File: config.mk
export PLATFORM = sky130hd
export DESIGN_NAME = tty_rx_queue
export DESIGN_NICKNAME = d
export VERILOG_FILES = /design/src/rtl/tty_pkg.sv /design/src/rtl/tty_sync_fifo.sv /design/src/rtl/tty_rx_queue.sv
export SDC_FILE = /design/constraint.sdc
export NUM_CORES = 1
export LEC_CHECK = 0
export ABC_CLOCK_PERIOD_IN_PS = 5800
export CORE_ASPECT_RATIO = 0.9
export CORE_UTILIZATION = 30
export DETAILED_ROUTE_END_ITERATION = 16
export GPL_TIMING_DRIVEN = 0
export SETUP_SLACK_MARGIN = 0.5
export SLEW_MARGIN = 5
export SYNTH_ARGS = -nofsm -noshare
export SYNTH_HDL_FRONTEND = slang
export SYNTH_SLANG_ARGS = --single-unit
File: constraint.sdc
create_clock -name clk_50mhz -period 5.8 [get_ports clk_50mhz]
set_input_delay 0.58 -clock clk_50mhz [delete_from_list [all_inputs] [get_ports clk_50mhz]]
set_output_delay 0.58 -clock clk_50mhz [all_outputs]
set_load 0.01 [all_outputs]
File: src/rtl/tty_pkg.sv
// tty_pkg: shared types and constants for the terminal receive queue.
//   rd_state_t   - read FSM state encoding (IDLE, POP, HOLD)
//   CHAR_W       - character width in bits
//   RD_VALID_BIT - position of the valid flag inside the 32-bit read word
package tty_pkg;

  localparam int CHAR_W       = 8;
  localparam int RD_VALID_BIT = 8;

  typedef enum logic [1:0] {
    IDLE = 2'd0,
    POP  = 2'd1,
    HOLD = 2'd2
  } rd_state_t;

endpackage

File: src/rtl/tty_sync_fifo.sv
// tty_sync_fifo: DEPTH x CHAR_W synchronous FIFO with registered status.
// Ports:
//   clk, rst    - clock, asynchronous active-high reset
//   push        - write request; accepted when not full, or when a pop
//                 happens on the same edge
//   push_data   - byte to write
//   push_accept - combinational: push is taken on this edge
//   pop         - read request; ignored when empty
//   head        - oldest entry (combinational read of the head slot)
//   count       - registered occupancy, 0..DEPTH
//   full, empty - registered flags derived from the next count
module tty_sync_fifo
  import tty_pkg::*;
#(
  parameter int DEPTH = 16,
  parameter int AW    = 4
) (
  input  logic              clk,
  input  logic              rst,
  input  logic              push,
  input  logic [CHAR_W-1:0] push_data,
  output logic              push_accept,
  input  logic              pop,
  output logic [CHAR_W-1:0] head,
  output logic [AW:0]       count,
  output logic              full,
  output logic              empty
);

  logic [CHAR_W-1:0] mem [DEPTH];
  logic [AW-1:0]     wr_ptr;
  logic [AW-1:0]     rd_ptr;
  logic              do_pop;
  logic [AW:0]       count_next;

  assign do_pop      = pop & ~empty;
  // A full FIFO still accepts a push when the head leaves on the same edge.
  assign push_accept = push & (~full | do_pop);
  assign head        = mem[rd_ptr];

  always_comb begin
    count_next = count;
    case ({push_accept, do_pop})
      2'b10:   count_next = count + 1'b1;
      2'b01:   count_next = count - 1'b1;
      default: count_next = count;
    endcase
  end

  // NOTE: storage has no reset; only pointers and count define what is valid,
  // so resetting the array would just cost logic.
  always_ff @(posedge clk) begin
    if (push_accept) mem[wr_ptr] <= push_data;
  end

  // NOTE: sequential state uses non-blocking assignments so every register
  // samples pre-edge values regardless of statement order.
  always_ff @(posedge clk or posedge rst) begin
    if (rst) begin
      wr_ptr <= '0;
      rd_ptr <= '0;
      count  <= '0;
      full   <= 1'b0;
      empty  <= 1'b1;
    end else begin
      // Pointers are AW bits wide, so increment wraps modulo DEPTH.
      if (push_accept) wr_ptr <= wr_ptr + 1'b1;
      if (do_pop)      rd_ptr <= rd_ptr + 1'b1;
      count <= count_next;
      full  <= (count_next == (AW+1)'(DEPTH));
      empty <= (count_next == '0);
    end
  end

endmodule

File: src/rtl/tty_rx_queue.sv
// tty_rx_queue: merges keyboard and UART bytes into one FIFO read by the CPU.
// Ports:
//   clk_50mhz, rst       - clock, asynchronous active-high reset
//   kb_valid/kb_data     - keyboard character pulse and byte
//   rx_valid/rx_data     - UART byte pulse and byte
//   rd                   - CPU read strobe (level); one pop per assertion
//   rd_data              - {23'b0, valid, char}, updated after the POP cycle
//   not_empty/full/count - registered FIFO status
//   overflow / clr_ovf   - sticky drop flag and its synchronous clear
// Optional build macro TTY_RXQ_ECHO_EN adds echo_valid/echo_data: a one-cycle
// pulse with the byte for every character accepted into the FIFO.
module tty_rx_queue
  import tty_pkg::*;
#(
  parameter int DEPTH = 16,
  parameter int AW    = 4
) (
  input  logic              clk_50mhz,
  input  logic              rst,
  input  logic              kb_valid,
  input  logic [CHAR_W-1:0] kb_data,
  input  logic              rx_valid,
  input  logic [CHAR_W-1:0] rx_data,
  input  logic              rd,
  output logic [31:0]       rd_data,
  output logic              not_empty,
  output logic              full,
  output logic [AW:0]       count,
  output logic              overflow,
  input  logic              clr_ovf
`ifdef TTY_RXQ_ECHO_EN
  ,
  output logic              echo_valid,
  output logic [CHAR_W-1:0] echo_data
`endif
);

  // ---------------------------------------------------------------------------
  // Push arbitration and pending slot
  // ---------------------------------------------------------------------------
  logic              pend_valid, pend_valid_next;
  logic [CHAR_W-1:0] pend_data, pend_data_next;
  logic              push_req;
  logic [CHAR_W-1:0] push_byte;
  logic              arb_drop;
  logic              push_accept;
  logic              pop_req;
  logic              empty;
  logic [CHAR_W-1:0] head;

  // A waiting pending byte always goes first. Whatever arrives behind it
  // refills the slot (kb before rx); a second arrival in that cycle is lost.
  // NOTE: every always_comb output gets a default first, so no path leaves a
  // variable unassigned and no latch is inferred.
  always_comb begin
    push_req        = 1'b0;
    push_byte       = '0;
    pend_valid_next = 1'b0;
    pend_data_next  = pend_data;
    arb_drop        = 1'b0;
    if (pend_valid) begin
      push_req  = 1'b1;
      push_byte = pend_data;
      if (kb_valid) begin
        pend_valid_next = 1'b1;
        pend_data_next  = kb_data;
        arb_drop        = rx_valid;
      end else if (rx_valid) begin
        pend_valid_next = 1'b1;
        pend_data_next  = rx_data;
      end
    end else if (kb_valid) begin
      push_req  = 1'b1;
      push_byte = kb_data;
      if (rx_valid) begin
        pend_valid_next = 1'b1;
        pend_data_next  = rx_data;
      end
    end else if (rx_valid) begin
      push_req  = 1'b1;
      push_byte = rx_data;
    end
  end

  always_ff @(posedge clk_50mhz or posedge rst) begin
    if (rst) begin
      pend_valid <= 1'b0;
      pend_data  <= '0;
    end else begin
      pend_valid <= pend_valid_next;
      pend_data  <= pend_data_next;
    end
  end

  tty_sync_fifo #(
    .DEPTH (DEPTH),
    .AW    (AW)
  ) u_fifo (
    .clk         (clk_50mhz),
    .rst         (rst),
    .push        (push_req),
    .push_data   (push_byte),
    .push_accept (push_accept),
    .pop         (pop_req),
    .head        (head),
    .count       (count),
    .full        (full),
    .empty       (empty)
  );

  assign not_empty = ~empty;

  // ---------------------------------------------------------------------------
  // Overflow: set by any dropped byte; set wins over a same-cycle clear.
  // ---------------------------------------------------------------------------
  logic drop;
  assign drop = arb_drop | (push_req & ~push_accept);

  always_ff @(posedge clk_50mhz or posedge rst) begin
    if (rst)          overflow <= 1'b0;
    else if (drop)    overflow <= 1'b1;
    else if (clr_ovf) overflow <= 1'b0;
  end

  // ---------------------------------------------------------------------------
  // Read FSM: one pop per rd assertion however long rd stays high.
  // ---------------------------------------------------------------------------
  rd_state_t state, state_next;

  always_ff @(posedge clk_50mhz or posedge rst) begin
    if (rst) state <= IDLE;
    else     state <= state_next;
  end

  always_comb begin
    state_next = state;
    case (state)
      IDLE:    if (rd) state_next = POP;
      POP:     state_next = HOLD;
      HOLD:    if (!rd) state_next = IDLE;
      default: state_next = IDLE;
    endcase
  end

  always_comb begin
    pop_req = (state == POP);
  end

  logic [31:0] rd_word;
  always_comb begin
    rd_word                    = '0;
    rd_word[CHAR_W-1:0]        = head;
    rd_word[RD_VALID_BIT]      = 1'b1;
  end

  always_ff @(posedge clk_50mhz or posedge rst) begin
    if (rst)          rd_data <= '0;
    else if (pop_req) rd_data <= empty ? 32'h0 : rd_word;
  end

`ifdef TTY_RXQ_ECHO_EN
  // Mirror each accepted byte for one cycle after it enters the FIFO.
  always_ff @(posedge clk_50mhz or posedge rst) begin
    if (rst) begin
      echo_valid <= 1'b0;
      echo_data  <= '0;
    end else begin
      echo_valid <= push_accept;
      if (push_accept) echo_data <= push_byte;
    end
  end
`endif

endmodule

==> flow_summary_export.csv <==
group,metric,value,unit
synthesis,yosys.area.top_type,"edfxtp_1",
sta,max-slew-margin-rel,44.5,%
sta,tightest_slew,832,ps
synthesis,ys_ff_latch,164,
cts,cts_buffers,17,
cts,cts_resized,0,
cts,clk-insertion-delay-late,420,ps
global_route,grt_pass1_wl,21500,microns
sta,rsz0062_at_grt,"false",
final_layout,final_cell_mix,"edfxtp_1 (128), clkdlybuf4s50_1 (38), dfrtp_1 (35)",
setup_path,r2r_setup_slack,2240,ps
cts,cts_hold_buf,0,
sta,final_hold_viol_count,0,
place,dp.cells,776,
place,gp_congestion,0.783,
setup_path,start_kind,"flip-flop",
cts,clock_sinks,164,
synthesis,synth_seq_area_share,67.8,%
drt,dr.pass1.iters,5,
sta,setup_viol,0,
setup_path,cp.arrival,3910,ps
drt,drc,0,
synthesis,synth_top_cell_area_share,54.9,%
synthesis,synth-warning-count,0,
power,switching_share,31.5,%
global_route,grt_max_degree,37,
die,dieArea,23900,sq um
power,power_frac_seq,41.0,%
global_route,grt_pass1_vias,3711,
power,pwr-share-clk,24.9,%
die,ios,62,
sta,slew_viol_final,0,
global_route,grt_usage,12.3,%
outcome,status,"finished clean",
final_layout,layout_commonest_cell,"edfxtp_1",
setup_path,cp-end-kind,"flip-flop",
drt,ant_nets,0,
power,p_int,2.84,mW
drt,wl_per_cell,17.2,microns
sta,timing.final.crit_share,61.4,%
cts,cts_root_buffer,"clkbuf_16",
final_layout,drive_above_1_share,22.3,%
global_route,grt.overflow.total,0,
die,die_h,147,microns
sta,fmax,281,MHz
setup_path,crit_type,"flip-flop to flip-flop",
cts,cts_tree,"built",
drt,wl,13900,microns
place,place_area,7840,sq um
sta,timing.final.crit_period,3560,ps
final_layout,nets,529,
die,std_cell_rows,52,
drt,via_count,3731,
final_layout,area_delta_synth_final,20.1,%
drt,drt-vias-per-instance,4.62,
cts,cts_setup_buffers,0,
power,p_sw,1.30,mW
final_layout,n_fill_cell,2085,
die,core_area,22700,sq um
setup_path,required,6150,ps
final_layout,seq_area,4750,sq um
final_layout,final-instance-count-excl-fill,808,
synthesis,synth-edff-count,128,
cts,cts_max_path_buffers,2,
synthesis,synthTopCellsByArea,"edfxtp_1 (55%), dfrtp_1 (13%), mux4_2 (10%)",
sta,whs,448,ps
die,start_util,30.8,%
final_layout,diodes,0,
final_layout,multi_input_area,2030,sq um
power,p_comb_share,34.1,%
run,maxCapViolCount,0,
die,die_w,163,microns
power,vdd_drop_max,233,uV
drt,drtIter0Drc,498,
sta,fin_skew,14.1,ps
cts,cts.reportedPaths.clkPinSlew,70,ps
synthesis,synth_flop_cell,"edfxtp_1",
setup_path,cp_max_fo,10,
place,port_buffers,38,
synthesis,synth_cell_types,43,
final_layout,fin_area,8400,sq um
power,power_density,494,nW/um^2
synthesis,synth_area,7000,sq um
final_layout,final_util,37.0,%
global_route,antenna_found_initial,0,
cts,htreeDepth,4,
synthesis,postSynthCellCount,418,
synthesis,async_reset_ff_share,22.0,%
place,dp_hpwl,9560,microns
min_path,hp-class,"flip-flop to flip-flop",
power,leakage,2.99,nW
synthesis,avgSynthCellArea,16.7,sq um
sta,setup_tns,0,ps
==> area by class of cell <==
class                      instances  area share [%]
buffer                            48            3.48
multi-input combinational        221            24.2
tap                              297            4.42
clock buffer                      23            5.45
clock inverter                     9            1.01
inverter                           7           0.313
sequential                       164            56.5
timing repair buffer              39            4.66
==> state kept, by name (all words and copies together), names as in the netlist <==
signal,flops
u_fifo.mem,128
rd_data,9
pend_data,8
u_fifo.count,5
u_fifo.rd_ptr,4
u_fifo.wr_ptr,4
state,2
overflow,1
pend_valid,1
u_fifo.empty,1
u_fifo.full,1
==> critical path, cell delays in order, from the launching register on <==
cell and delay (ps):
dfrtp_1 390, nand2b_1 170, clkbuf_1 220, o21ai_1 450
o31a_1 210, buf_2 190, inv_1 140, ha_1 240
buf_4 170, xor2_1 160, ha_1 230, a21oi_1 150
mux2i_1 230, xnor2_1 110, a311o_1 320, nor2b_1 110
==> power by group through the flow <==
stage                     Sequential [mW]  Combinational, mW  Clock [mW]
after global routing                 1.73               1.55        1.10
after CTS                            1.71               1.42        1.05
after global placement               1.71               1.38           0
after floorplan                      1.71              0.951           0
after detailed placement             1.73               1.42           0
final                                1.70               1.41        1.03
==> cells by family after synthesis <==
logic type      Yosys count  share of synthesized area (%)
compound gates           40                           4.49
xor+xnor                 12                           1.50
fa+ha+maj                 9                           1.61
buf+inv                  55                           4.56
flops                   164                           67.8
mux                      58                           14.3
other cells               1                         0.0536
simple gates             79                           5.62
==> stage by stage <==
stage	setup WS (ps)	power [mW]
2_1_floorplan	2910	2.66
3_3_place_gp	2050	3.09
3_5_place_dp	1990	3.15
4_1_cts	2240	4.18
5_1_grt	1970	4.37
6_report	2240	4.15
==> per-layer routing <==
layer,part of all wire [%],track usage [%],up-vias
li1,-,-,1739
met1,48,17.3,1901
met2,47,18.7,89
met3,5.0,3.44,2
met4,0.37,3.32,0
met5,0,0,-
==> synth_stat cells, drive strengths merged (2+ instances only) <==
| cell | count |
|---|---|
| nor2b | 4 |
| dfrtp | 35 |
| a22oi | 8 |
| and2 | 2 |
| nand4b | 2 |
| buf | 34 |
| mux4 | 32 |
| ha | 9 |
| o21ai | 9 |
| xnor2 | 9 |
| nor2 | 21 |
| xor2 | 3 |
| nand2 | 26 |
| edfxtp | 128 |
| mux2i | 9 |
| inv | 7 |
| a22o | 7 |
| clkbuf | 14 |
| a221o | 9 |
| nor3 | 4 |
| nand4 | 3 |
| nand2b | 4 |
| nor4 | 8 |
| mux2 | 17 |
==> final timing paths <==
path	to	cells after the start	from
worst max-delay path	u_fifo.full	15	state[1]
worst min-delay path	state[0]	1	state[0]
worst max register to register	u_fifo.full	15	state[1]
worst min register to register	state[0]	1	state[0]
max in group asynchronous	pend_data[7]	2	rst
min in group asynchronous	u_fifo.count[3]	2	rst
Note: power is estimated with default switching activity, not from simulation.
